<file path="config.mk">
export PLATFORM = sky130hd
export DESIGN_NAME = posit_result_writer
export DESIGN_NICKNAME = d
export VERILOG_FILES = /design/src/rtl/posit_ccip_pkg.sv /design/src/rtl/posit_result_fifo.sv /design/src/rtl/posit_result_writer.sv
export SDC_FILE = /design/constraint.sdc
export NUM_CORES = 1
export LEC_CHECK = 0
export CORE_ASPECT_RATIO = 0.8
export CORE_MARGIN = 2
export CORE_UTILIZATION = 58
export DETAILED_ROUTE_END_ITERATION = 8
export MAX_ROUTING_LAYER = met4
export PLACE_DENSITY_LB_ADDON = 0.3
export RECOVER_POWER = 50
export SKIP_CTS_REPAIR_TIMING = 1
export SYNTH_ARGS = -nofsm -noshare
export SYNTH_HDL_FRONTEND = slang
export SYNTH_HIERARCHICAL = 1
export SYNTH_SLANG_ARGS = --single-unit
</file>
<file path="constraint.sdc">
create_clock -name clk -period 9.6 [get_ports clk]
set_clock_uncertainty 0.1 [all_clocks]
set_input_delay 0.96 -clock clk [delete_from_list [all_inputs] [get_ports clk]]
set_output_delay 0.96 -clock clk [all_outputs]
set_load 0.02 [all_outputs]
</file>
<file path="src/rtl/posit_ccip_pkg.sv">
`default_nettype none
// ============================================================================
//  Module   : posit_ccip_pkg
//  Purpose  : Shared types, constants and record packing for the posit
//             result path towards the CCI-P c1 write channel.
//  Revision : 1.0
// ============================================================================
package posit_ccip_pkg;

  localparam int REC_BYTES = 8;
  localparam int CL_BYTES  = 64;
  localparam int LANE_W    = 64;
  localparam int N_LANES   = CL_BYTES / REC_BYTES;

  // One 64-bit result record as it lands in host memory.
  typedef struct packed {
    logic [31:0] out;
    logic [18:0] rsvd_hi;
    logic        is_zero;
    logic        is_nar;
    logic        lt;
    logic        eq;
    logic        gt;
    logic [2:0]  rsvd_lo;
    logic [4:0]  exceptions;
  } t_result_rec;

  function automatic t_result_rec rec_pack(
    input logic [31:0] out,
    input logic        is_zero,
    input logic        is_nar,
    input logic        lt,
    input logic        eq,
    input logic        gt,
    input logic [4:0]  exceptions
  );
    t_result_rec r;
    r            = '0;
    r.out        = out;
    r.is_zero    = is_zero;
    r.is_nar     = is_nar;
    r.lt         = lt;
    r.eq         = eq;
    r.gt         = gt;
    r.exceptions = exceptions;
    return r;
  endfunction

endpackage
`default_nettype wire

</file>
<file path="src/rtl/posit_result_fifo.sv">
`default_nettype none
// ============================================================================
//  Module   : posit_result_fifo
//  Purpose  : Generic synchronous FIFO with full/empty flags. Pointers carry
//             one extra wrap bit so full and empty are distinguishable.
//  Revision : 1.0
// ============================================================================
module posit_result_fifo
  import posit_ccip_pkg::*;
#(
  parameter int DEPTH = 4,
  parameter int WIDTH = 8
) (
  input  logic             clk,
  input  logic             reset_n,
  input  logic             push_i,
  input  logic [WIDTH-1:0] din_i,
  input  logic             pop_i,
  output logic [WIDTH-1:0] dout_o,
  output logic             full_o,
  output logic             empty_o
);

  localparam int c_aw = $clog2(DEPTH);

  logic [c_aw:0]      wptr_q;
  logic [c_aw:0]      rptr_q;
  logic [WIDTH-1:0]   mem_q [DEPTH];
  logic               w_push;
  logic               w_pop;

  assign w_push  = push_i && !full_o;
  assign w_pop   = pop_i && !empty_o;
  assign empty_o = (wptr_q == rptr_q);
  assign full_o  = (wptr_q[c_aw] != rptr_q[c_aw]) &&
                   (wptr_q[c_aw-1:0] == rptr_q[c_aw-1:0]);
  assign dout_o  = mem_q[rptr_q[c_aw-1:0]];

  // Pointer update; reset empties the FIFO regardless of stored contents.
  always_ff @(posedge clk or negedge reset_n) begin
    if (!reset_n) begin
      wptr_q <= '0;
      rptr_q <= '0;
    end else begin
      if (w_push) wptr_q <= wptr_q + 1'b1;
      if (w_pop)  rptr_q <= rptr_q + 1'b1;
    end
  end

  // Storage array; contents are meaningless until written, so no reset.
  always_ff @(posedge clk) begin
    if (w_push) mem_q[wptr_q[c_aw-1:0]] <= din_i;
  end

endmodule
`default_nettype wire

</file>
<file path="src/rtl/posit_result_writer.sv">
`default_nettype none
// ============================================================================
//  Module   : posit_result_writer
//  Purpose  : Buffers FU result records, maps each to a host cache line and
//             byte lane, and issues CCI-P c1 byte-mode writes while tracking
//             the number of unacknowledged writes.
//  Revision : 1.0
// ============================================================================
module posit_result_writer
  import posit_ccip_pkg::*;
#(
  parameter int DEPTH           = 4,
  parameter int MAX_OUTSTANDING = 32,
  parameter int CL_ADDR_W       = 42
) (
  input  logic                                 clk,
  input  logic                                 reset_n,
  input  logic                                 cfg_valid,
  input  logic [CL_ADDR_W-1:0]                 cfg_base,
  input  logic [7:0]                           cfg_gran,
  input  logic                                 in_valid,
  output logic                                 in_ready,
  input  logic [7:0]                           in_wr_idx,
  input  logic [31:0]                          in_out,
  input  logic                                 in_is_zero,
  input  logic                                 in_is_nar,
  input  logic                                 in_lt,
  input  logic                                 in_eq,
  input  logic                                 in_gt,
  input  logic [4:0]                           in_exceptions,
  input  logic                                 c1_almost_full,
  output logic                                 c1_valid,
  output logic [CL_ADDR_W-1:0]                 c1_addr,
  output logic [5:0]                           c1_byte_start,
  output logic [5:0]                           c1_byte_len,
  output logic [15:0]                          c1_mdata,
  output logic [511:0]                         c1_data,
  input  logic                                 c1_rsp_valid,
  output logic [$clog2(MAX_OUTSTANDING+1)-1:0] outstanding,
  output logic                                 idle,
  output logic                                 err_misaligned
);

  localparam int                c_out_w   = $clog2(MAX_OUTSTANDING+1);
  localparam logic [c_out_w-1:0] c_max_out = c_out_w'(MAX_OUTSTANDING);
  localparam int                c_entry_w = CL_ADDR_W + 6 + LANE_W;

  // Configuration and status registers
  logic [CL_ADDR_W-1:0] cfg_base_q;
  logic [7:0]           cfg_gran_q;
  logic                 err_q;
  logic [15:0]          seq_q;
  logic [c_out_w-1:0]   outstanding_q;
  logic [c_out_w-1:0]   outstanding_d;

  // c1 request registers
  logic                 c1_valid_q;
  logic [CL_ADDR_W-1:0] c1_addr_q;
  logic [5:0]           c1_byte_start_q;
  logic [5:0]           c1_byte_len_q;
  logic [15:0]          c1_mdata_q;
  logic [511:0]         c1_data_q;

  // Enqueue-side datapath
  logic [15:0]          w_off;
  logic [CL_ADDR_W-1:0] w_line_addr;
  logic                 w_accept;
  logic                 w_aligned;
  t_result_rec          w_rec;
  logic [c_entry_w-1:0] w_entry_in;

  // Issue-side datapath
  logic [c_entry_w-1:0] w_head;
  logic [CL_ADDR_W-1:0] w_head_addr;
  logic [5:0]           w_head_off;
  logic [LANE_W-1:0]    w_head_rec;
  logic [511:0]         w_line_data;
  logic                 w_fifo_full;
  logic                 w_fifo_empty;
  logic                 w_issue;
  logic                 w_rsp_take;

  assign w_off       = 16'(cfg_gran_q) * 16'(in_wr_idx);
  assign w_line_addr = cfg_base_q + CL_ADDR_W'(w_off[15:6]);
  assign w_aligned   = (w_off[2:0] == 3'b000);
  assign w_accept    = in_valid && in_ready;
  assign w_rec       = rec_pack(in_out, in_is_zero, in_is_nar, in_lt, in_eq,
                                in_gt, in_exceptions);
  assign w_entry_in  = {w_line_addr, w_off[5:0], w_rec};

  assign in_ready    = !w_fifo_full;

  posit_result_fifo #(
    .DEPTH (DEPTH),
    .WIDTH (c_entry_w)
  ) u_fifo (
    .clk     (clk),
    .reset_n (reset_n),
    .push_i  (w_accept && w_aligned),
    .din_i   (w_entry_in),
    .pop_i   (w_issue),
    .dout_o  (w_head),
    .full_o  (w_fifo_full),
    .empty_o (w_fifo_empty)
  );

  assign w_head_addr = w_head[c_entry_w-1 -: CL_ADDR_W];
  assign w_head_off  = w_head[LANE_W +: 6];
  assign w_head_rec  = w_head[LANE_W-1:0];

  // Place the record in the 64-bit lane chosen by offset bits [5:3].
  for (genvar l = 0; l < N_LANES; l++) begin : g_lane
    assign w_line_data[l*LANE_W +: LANE_W] =
      (w_head_off[5:3] == 3'(l)) ? w_head_rec : '0;
  end

  assign w_issue    = !w_fifo_empty && !c1_almost_full &&
                      (outstanding_q < c_max_out);
  assign w_rsp_take = c1_rsp_valid && (outstanding_q != '0);

  // Outstanding count: issue and response in the same cycle cancel out.
  always_comb begin
    outstanding_d = outstanding_q;
    if (w_issue && !w_rsp_take) begin
      outstanding_d = outstanding_q + 1'b1;
    end else if (!w_issue && w_rsp_take) begin
      outstanding_d = outstanding_q - 1'b1;
    end
  end

  // Configuration latch and sticky misalignment flag.
  always_ff @(posedge clk or negedge reset_n) begin
    if (!reset_n) begin
      cfg_base_q <= '0;
      cfg_gran_q <= '0;
      err_q      <= 1'b0;
    end else begin
      if (cfg_valid) begin
        cfg_base_q <= cfg_base;
        cfg_gran_q <= cfg_gran;
      end
      if (w_accept && !w_aligned) err_q <= 1'b1;
    end
  end

  // Register the c1 request for the entry popped this cycle.
  always_ff @(posedge clk or negedge reset_n) begin
    if (!reset_n) begin
      c1_valid_q      <= 1'b0;
      c1_addr_q       <= '0;
      c1_byte_start_q <= '0;
      c1_byte_len_q   <= '0;
      c1_mdata_q      <= '0;
      c1_data_q       <= '0;
      seq_q           <= '0;
      outstanding_q   <= '0;
    end else begin
      c1_valid_q    <= w_issue;
      outstanding_q <= outstanding_d;
      if (w_issue) begin
        c1_addr_q       <= w_head_addr;
        c1_byte_start_q <= w_head_off;
        c1_byte_len_q   <= 6'(REC_BYTES);
        c1_mdata_q      <= seq_q;
        c1_data_q       <= w_line_data;
        seq_q           <= seq_q + 16'd1;
      end
    end
  end

  assign c1_valid       = c1_valid_q;
  assign c1_addr        = c1_addr_q;
  assign c1_byte_start  = c1_byte_start_q;
  assign c1_byte_len    = c1_byte_len_q;
  assign c1_mdata       = c1_mdata_q;
  assign c1_data        = c1_data_q;
  assign outstanding    = outstanding_q;
  assign err_misaligned = err_q;
  assign idle           = w_fifo_empty && (outstanding_q == '0) && !c1_valid_q;

endmodule
`default_nettype wire

</file>
==> reports/metrics.csv, run 1 <==
stage,metric,value,unit
run_status,run status,"finished, violations left",
run_status,violated checks,"capacitance limit, slew limit",
synthesis,synthesized area per cell,15.8,sq um
final_layout,final cell count without fillers,4551,
floorplanning,starting utilization of the core area,58.7,%
sta,"Slew Viols, Final",375,
synthesis,post-synthesis cell type count,55,
power_and_ir_drop,Peak supply drop,0.256,mV
synthesis,sequential share of the synthesized area,68.9,%
power_and_ir_drop,power density of the placed cells,367,mW/mm^2
sta,final sum of negative setup slack,0,ns
place,Cell Count Post-Placement,4329,
synthesis,portion of synthesized cell area occupied by the leading cell type,37.9,%
place,HPWL after detailed placement,78200,um
detailed_routing,WL final,120000,um
clocking,total clock buffers created by CTS,104,
clocking,clock sink count,1105,
detailed_routing,via count normalized by instance count,6.10,
final_layout,share of the core filled with cells in the final layout,74.2,%
power_and_ir_drop,Lkg Pwr,24.3,nW
floorplanning,Die Outline Area,0.0770,sq mm
clocking,worst skew pair latency,0.66,ns
final_layout,FILL cells,4418,
final_layout,Final nets,3636,
critical_path,sequence of cells on the critical path,clkdlybuf4s50_1 -> and2_1 -> fa_1 -> fa_1 -> fa_1 -> inv_1 -> fa_1 -> inv_1 -> ha_1 -> o21ai_0 -> nand2b_1 -> a21oi_1 -> a21oi_1 -> mux2i_1 -> o2111ai_1 -> ha_1 -> nand2_1 -> o21ai_0 -> or2_2 -> o21ai_0 -> nor2_1 -> xor2_1,
synthesis,#FFs+latches synth,1105,
critical_path,Slowest cell on crit path,o21ai_0,
final_layout,fraction of final layout cells sized beyond drive strength 1,10.6,%
sta,period utilisation layout,73.1,%
synthesis,top cell type by total area after synthesis,dfrtp_1,
floorplanning,Floorplan Core Area,0.0738,sq mm
place,number of buffers added on ports,692,
critical_path,type of element launching the critical path,input port,
clocking,Worst-path clk slew,0.06,ns
critical_path,Crit path largest cell delay,0.74,ns
synthesis,Yosys warnings,6,
sta,maximum operating frequency,0.143,GHz
final_layout,area growth from synthesis to final layout,26.3,%
global_routing,via count of the first global-routing pass,27700,
critical_path,arrival time of the worst setup path,7.35,ns
critical_path,Worst Path Max Fanout,8,
global_routing,initial antenna violation count,26,
sta,worst slew pin tran,5.30,ns
sta,hold violation count in the final report,0,
global_routing,first-pass GRT wire length,179000,um
detailed_routing,final routed wire length divided by cell count,26.3,um
detailed_routing,DRC errors left,0,
clocking,depth of the CTS H-tree,3,
synthesis,number of flops mapped to enable cells by yosys,448,
floorplanning,site row count,89,
synthesis,Area contributors post-synth,"dfrtp_1 (38%), edfxtp_1 (31%), a22o_1 (10%)",
global_routing,largest net degree at the start of global routing,201,
final_layout,multi-input gate area in the final layout,0.0126,sq mm
flow_run,max capacitance violation total,4,
sta,normalized max-slew margin,-253,%
floorplanning,count of boundary I/O pins,698,
critical_path,most prevalent standard cell on the critical path,fa_1,
sta,min Tclk post-route,7.02,ns
clocking,CTS Buffer Depth,3,
synthesis,flip-flop cell with the highest count after synthesis,dfrtp_1,
detailed_routing,DRT iter0 DRCs,3423,
min_path,worst min-delay path class,reg -> reg,
critical_path,type of the worst setup path,in -> reg,
sta,setup repair after global routing missed its margin,false,
floorplanning,die span in x,310,um
clocking,TritonCTS clock tree,built,
synthesis,Syn Inst Count,2742,
sta,number of failing setup endpoints in the final timing report,0,
global_routing,total routing usage reported by global routing,32.0,%
place,final estimated routing congestion in global placement,0.899,
clocking,cell at the root of the clock tree,clkbuf_16,
synthesis,mapped cell area,0.0434,sq mm
detailed_routing,DR pass1 iterations,6,
critical_path,CP Capture Type,flip-flop,
final_layout,Sequential Area,0.0299,sq mm
critical_path,"Req. time, crit path",9.94,ns
global_routing,total global routing overflow,0,
detailed_routing,via count,27800,
synthesis,post-synthesis async set-or-reset flop share,59.5,%
floorplanning,die height,249,um
detailed_routing,Antenna Nets Post-Route,0,
through the flow:
step,hold WS [ns],power [mW],setup WS (ns),cell area (sq um)
global route,0.396,21.0,1.41,54800
detailed placement,0.364,16.4,2.03,51200
CTS,0.236,20.6,2.68,54700
floorplan,0.345,12.3,3.08,43700
finish,0.379,20.1,2.58,54800
global placement,0.352,16.1,2.23,51200
final timing paths:
kind	startpoint	end	slack, ns	depth (start not counted)
max	in_wr_idx[2]	u_fifo/mem_q[1][107]	2.58	22
min	c1_mdata[1]	c1_mdata[1]	0.38	2
max reg2reg	cfg_gran_q[6]	u_fifo/mem_q[1][107]	2.99	21
min reg2reg	c1_mdata[1]	c1_mdata[1]	0.38	2
max in group asynchronous	reset_n	c1_data[157]	2.60	3
min in group asynchronous	reset_n	cfg_base_q[3]	2.16	1
routing by layer:
| metal | vias to the layer above | routed length [um] | track usage (%) | share of wire, % |
|---|---|---|---|---|
| li1 | 11600 | - | - | - |
| met1 | 14400 | 46500 | 42.4 | 39 |
| met2 | 1473 | 56200 | 47.5 | 47 |
| met3 | 288 | 11400 | 8.04 | 9.5 |
| met4 | 0 | 5450 | 14.1 | 4.6 |
| met5 | - | 0 | - | 0 |
cells by family after synthesis:
group	Yosys count	synth area share, %
AOI/OAI and AO/OA	585	11.5
xor gates and xnor gates	77	1.59
adders and majority gates	96	3.43
buffers and inverters	294	2.95
DFF	1105	68.9
muxes	163	7.13
other	1	0.00865
and+or+nand+nor	421	4.48
where the power goes:
group / internal, mW / switching, mW / leakage, nW
combinational: 3.44 / 5.11 / 9.68
sequential: 6.55 / 0.881 / 12.9
clock: 2.38 / 1.78 / 1.74
total: 12.4 / 7.76 / 24.3
cells in the final DEF (no fill, tap or decap), drive strengths merged, types with 6 or more instances in the layout:
cell             n
a21o             7
inv             75
clkinv          30
clkbuf         160
diode           25
xnor2           47
nand4           10
and2            56
buf             27
nor3            17
nand2          248
a22o           512
nand2b           7
conb            93
fa              38
mux4           112
o21a             6
mux2            49
dlygate4sd3    582
a21oi           22
clkdlybuf4s50  108
nand3           15
xor2            30
nor2            32
ha              58
edfxtp         448
dfrtp          657
and3            13
o21ai           16
synthesized netlist by cell type (3+ instances only):
cell	n
a211oi_1	3
a21o_1	7
a21oi_1	22
a22o_1	512
and2_1	56
and3_1	13
and4_1	3
buf_1	69
buf_2	69
buf_4	8
buf_6	8
clkbuf_1	73
dfrtp_1	657
edfxtp_1	448
fa_1	38
ha_1	58
inv_1	66
mux2_2	49
mux4_2	112
nand2_1	248
nand2b_1	7
nand3_1	15
nand4_1	10
nor2_1	32
nor3_1	13
nor3_2	4
nor3b_1	3
nor4_1	4
o21a_1	6
o21ai_0	16
o31ai_1	5
or2_2	3
or3_1	3
xnor2_1	47
xor2_1	28
state kept, by name, indices dropped and copies added, names as in the netlist:
register        flops
c1_data           512
u_fifo/mem_q      448
c1_addr            42
cfg_base_q         42
c1_mdata           16
seq_q              16
cfg_gran_q          8
c1_byte_start       6
outstanding         6
u_fifo/rptr_q       3
u_fifo/wptr_q       3
c1_byte_len         1
c1_valid            1
err_misaligned      1
critical path: cells and delay by family:
family	cells	cell delay, ns
XOR/XNOR	1	0.33
adder cells (fa/ha/maj)	6	2.68
multiplexers	1	0.23
AND/OR/NAND/NOR	5	0.97
AO/OA/AOI/OAI	6	1.56
buffers and inverters	3	0.64
cell type report:
type / count / area share, %
flip-flops and latches: 1105 / 54.6
multi-input cells: 1435 / 23.0
repair buffers: 721 / 13.1
clock buffers: 156 / 5.79
well taps: 1001 / 2.29
clock inverters: 41 / 0.640
inverters: 67 / 0.459
diodes: 25 / 0.114
Note: power is estimated with default switching activity, not from simulation.
==> inputs of run 2 (changes only) <==
- CORE_UTILIZATION: 58 -> 55
- clock period: 9.6 -> 6.8 ns (I/O delays scaled with it)
==> run 2 against run 1 <==
Against the previous run: the run still ends with capacitance limit, slew limit left; final cell count is 0.94% higher; register-to-register slack worse by 2.5 ns; first-iteration DRC count is 8.3% lower; die area grew 5.4%; setup slack lost 2.2 ns; final area grew 0.29%; routed wire length rose by 2.0%; sequential power increased by 41%; clock power increased by 41%; core utilization is 4.1 points lower; via count barely moved; global-route usage decreased by 1.4 points.
==> reports/metrics.csv, run 2 (same netlist as run 1, synthesis figures left out) <==
stage,metric,value,unit
clocking,clock sink count,1105,
detailed_routing,highest metal layer used by the detailed router,met4,
sta,period utilisation layout,94.6,%
detailed_routing,routed wl met3,10600,um
final_layout,area growth from synthesis to final layout,26.7,%
final_layout,FILL cells,5008,
clocking,depth of the CTS H-tree,3,
critical_path,type of the worst setup path,in -> reg,
final_layout,"most common cell after layout, fill and taps aside",dfrtp_1,
floorplanning,die span in x,318,um
floorplanning,Die Outline Area,0.0811,sq mm
power_and_ir_drop,Peak supply drop,0.525,mV
min_path,number of cells on the worst hold path,1,
critical_path,"Buf+Inv Stages, Crit Path",3,
sta,min Tclk post-route,6.43,ns
sta,"Slew Viols, Final",149,
sta,number of failing setup endpoints in the final timing report,0,
detailed_routing,WL final,122000,um
sta,setup repair after global routing missed its margin,false,
detailed_routing,DRC errors left,0,
power_and_ir_drop,overall power of the completed layout,28.6,mW
critical_path,Worst Path Max Fanout,8,
min_path,worst min-delay path class,reg -> reg,
final_layout,fraction of final layout cells sized beyond drive strength 1,10.9,%
floorplanning,site row count,92,
global_routing,total global routing overflow,0,
sta,normalized max-slew margin,-248,%
floorplanning,starting utilization of the core area,55.3,%
final_layout,Final nets,3649,
global_routing,first-pass GRT wire length,181000,um
clocking,CTS Buffer Depth,3,
floorplanning,Floorplan Core Area,0.0784,sq mm
critical_path,r2r worst-path depth,20,
place,HPWL after detailed placement,79900,um
final_layout,"commonest cells after routing, fill and taps aside","dfrtp_1 (655), a22o_1 (512), dlygate4sd3_1 (511)",
global_routing,via count of the first global-routing pass,27800,
critical_path,arrival time of the worst setup path,6.76,ns
final_layout,flip-flop count of the largest register after layout,512,
clocking,worst skew pair latency,0.68,ns
floorplanning,count of boundary I/O pins,698,
clocking,cell at the root of the clock tree,clkbuf_16,
critical_path,Crit path largest cell delay,0.55,ns
min_path,Hold Crit Start,c1_byte_len[3],
critical_path,CP Capture Type,flip-flop,
run_status,run status,"finished, violations left",
sta,maximum operating frequency,0.155,GHz
critical_path,"Req. time, crit path",7.12,ns
detailed_routing,via count normalized by instance count,6.05,
global_routing,initial antenna violation count,20,
global_routing,largest net degree at the start of global routing,190,
critical_path,logic depth of the worst setup path including buffers,21,
place,final estimated routing congestion in global placement,0.908,
sta,hold violation count in the final report,0,
critical_path,CP top delay family,adder cells,
detailed_routing,DR pass1 iterations,5,
detailed_routing,DRT iter0 DRCs,3140,
detailed_routing,via count,27800,
sta,worst slew pin tran,5.21,ns
detailed_routing,Antenna Nets Post-Route,0,
floorplanning,die height,255,um
run_status,violated checks,"capacitance limit, slew limit",
clocking,TritonCTS clock tree,built,
critical_path,most prevalent standard cell on the critical path,fa_1,
critical_path,Critical R2R Launch,cfg_gran_q[3],
power_and_ir_drop,power density of the placed cells,521,mW/mm^2
clocking,Worst-path clk slew,0.06,ns
critical_path,sequence of cells on the critical path,clkdlybuf4s50_1 -> and2_1 -> fa_1 -> fa_1 -> fa_1 -> inv_1 -> fa_1 -> inv_1 -> ha_1 -> or3_1 -> nor2_1 -> a21oi_1 -> mux2i_1 -> a2111o_1 -> ha_1 -> o21a_1 -> o21a_1 -> nand2_1 -> nor3_2 -> nand4_1 -> xnor2_1,
clocking,total clock buffers created by CTS,106,
detailed_routing,metal1 wirelength,49000,um
global_routing,total routing usage reported by global routing,30.6,%
detailed_routing,Met2 Routed Length,58000,um
critical_path,type of element launching the critical path,input port,
place,number of buffers added on ports,692,
sta,final sum of negative setup slack,0,ns
critical_path,launch point of the worst path,in_wr_idx[2],
power_and_ir_drop,Lkg Pwr,24.1,nW
detailed_routing,final routed wire length divided by cell count,26.5,um
flow_run,max capacitance violation total,2,
critical_path,Slowest cell on crit path,clkdlybuf4s50_1,
-- run 2: cell types whose count changed in the layout (fill, tap and decap cells not counted), moves of 2 or more --
cell             before  now
clkbuf_1             28   31
clkbuf_16           114  111
inv_4                 4    2
dlygate4sd3_1       582  511
clkinv_2             15   19
buf_12                4    9
clkinvlp_4            0    3
buf_4                22   27
clkdlybuf4s50_1     108  180
diode_2              25   21
bufinv_16             3    5
clkinv_4              3    0
clkbuf_8             16   14
-- run 2: stage by stage --
step                utilization, %  area, sq um  hold WS [ns]  std cells  setup slack [ns]
floorplan                        -        43700         0.284       2834             0.558
global placement              65.6        51400         0.355       4372            -0.214
detailed placement            65.6        51400         0.363       4372            -0.404
CTS                           70.0        54900       -0.0667       4572             0.260
global route                  70.1        54900         0.395       4591            0.0601
finish                        70.1        54900         0.372       4594             0.368
-- run 2: cell type report --
class / instances / area [sq um] / area share [%]
Sequential cell: 1105 / 29900 / 54.4
Multi-Input combinational cell: 1435 / 12600 / 23.0
Timing Repair Buffer: 732 / 7330 / 13.3
Clock buffer: 156 / 3090 / 5.62
Tap cell: 1034 / 1290 / 2.35
Clock inverter: 44 / 402 / 0.731
Inverter: 67 / 251 / 0.458
Antenna cell: 21 / 52.6 / 0.0956
-- run 2: layer usage --
layer | GRT usage [%] | up-vias
met5 | - | -
met4 | 10.9 | 0
li1 | - | 11600
met3 | 7.41 | 263
met2 | 46.3 | 1497
met1 | 41.0 | 14400
-- run 2: path summary, 6_finish.rpt --
check / end / slack (ns)
max: u_fifo/mem_q[3][104] / 0.37
min: c1_byte_len[3] / 0.37
max reg2reg: u_fifo/mem_q[3][104] / 0.46
min reg2reg: c1_byte_len[3] / 0.37
max in group asynchronous: c1_data[419] / 0.89
min in group asynchronous: outstanding[2] / 2.49
-- run 2: power by group --
group	leakage, nW	switching (mW)	internal, mW
registers	12.9	1.30	9.25
logic	9.54	7.22	5.00
clock network	1.72	2.53	3.35
-- run 2: worst reg2reg max path, stage by stage, from the launching register on --
cell and delay, ns:
dfrtp_1 0.50, and2_1 0.23, fa_1 0.45, fa_1 0.51, inv_1 0.06, fa_1 0.48
fa_1 0.49, inv_1 0.04, ha_1 0.31, o21a_1 0.13, o21ai_0 0.28, a21oi_1 0.21
mux2i_1 0.15, a2111o_1 0.40, ha_1 0.34, o21a_1 0.16, o21a_1 0.13, nand2_1 0.09
nor3_2 0.44, nand4_1 0.21, xnor2_1 0.37
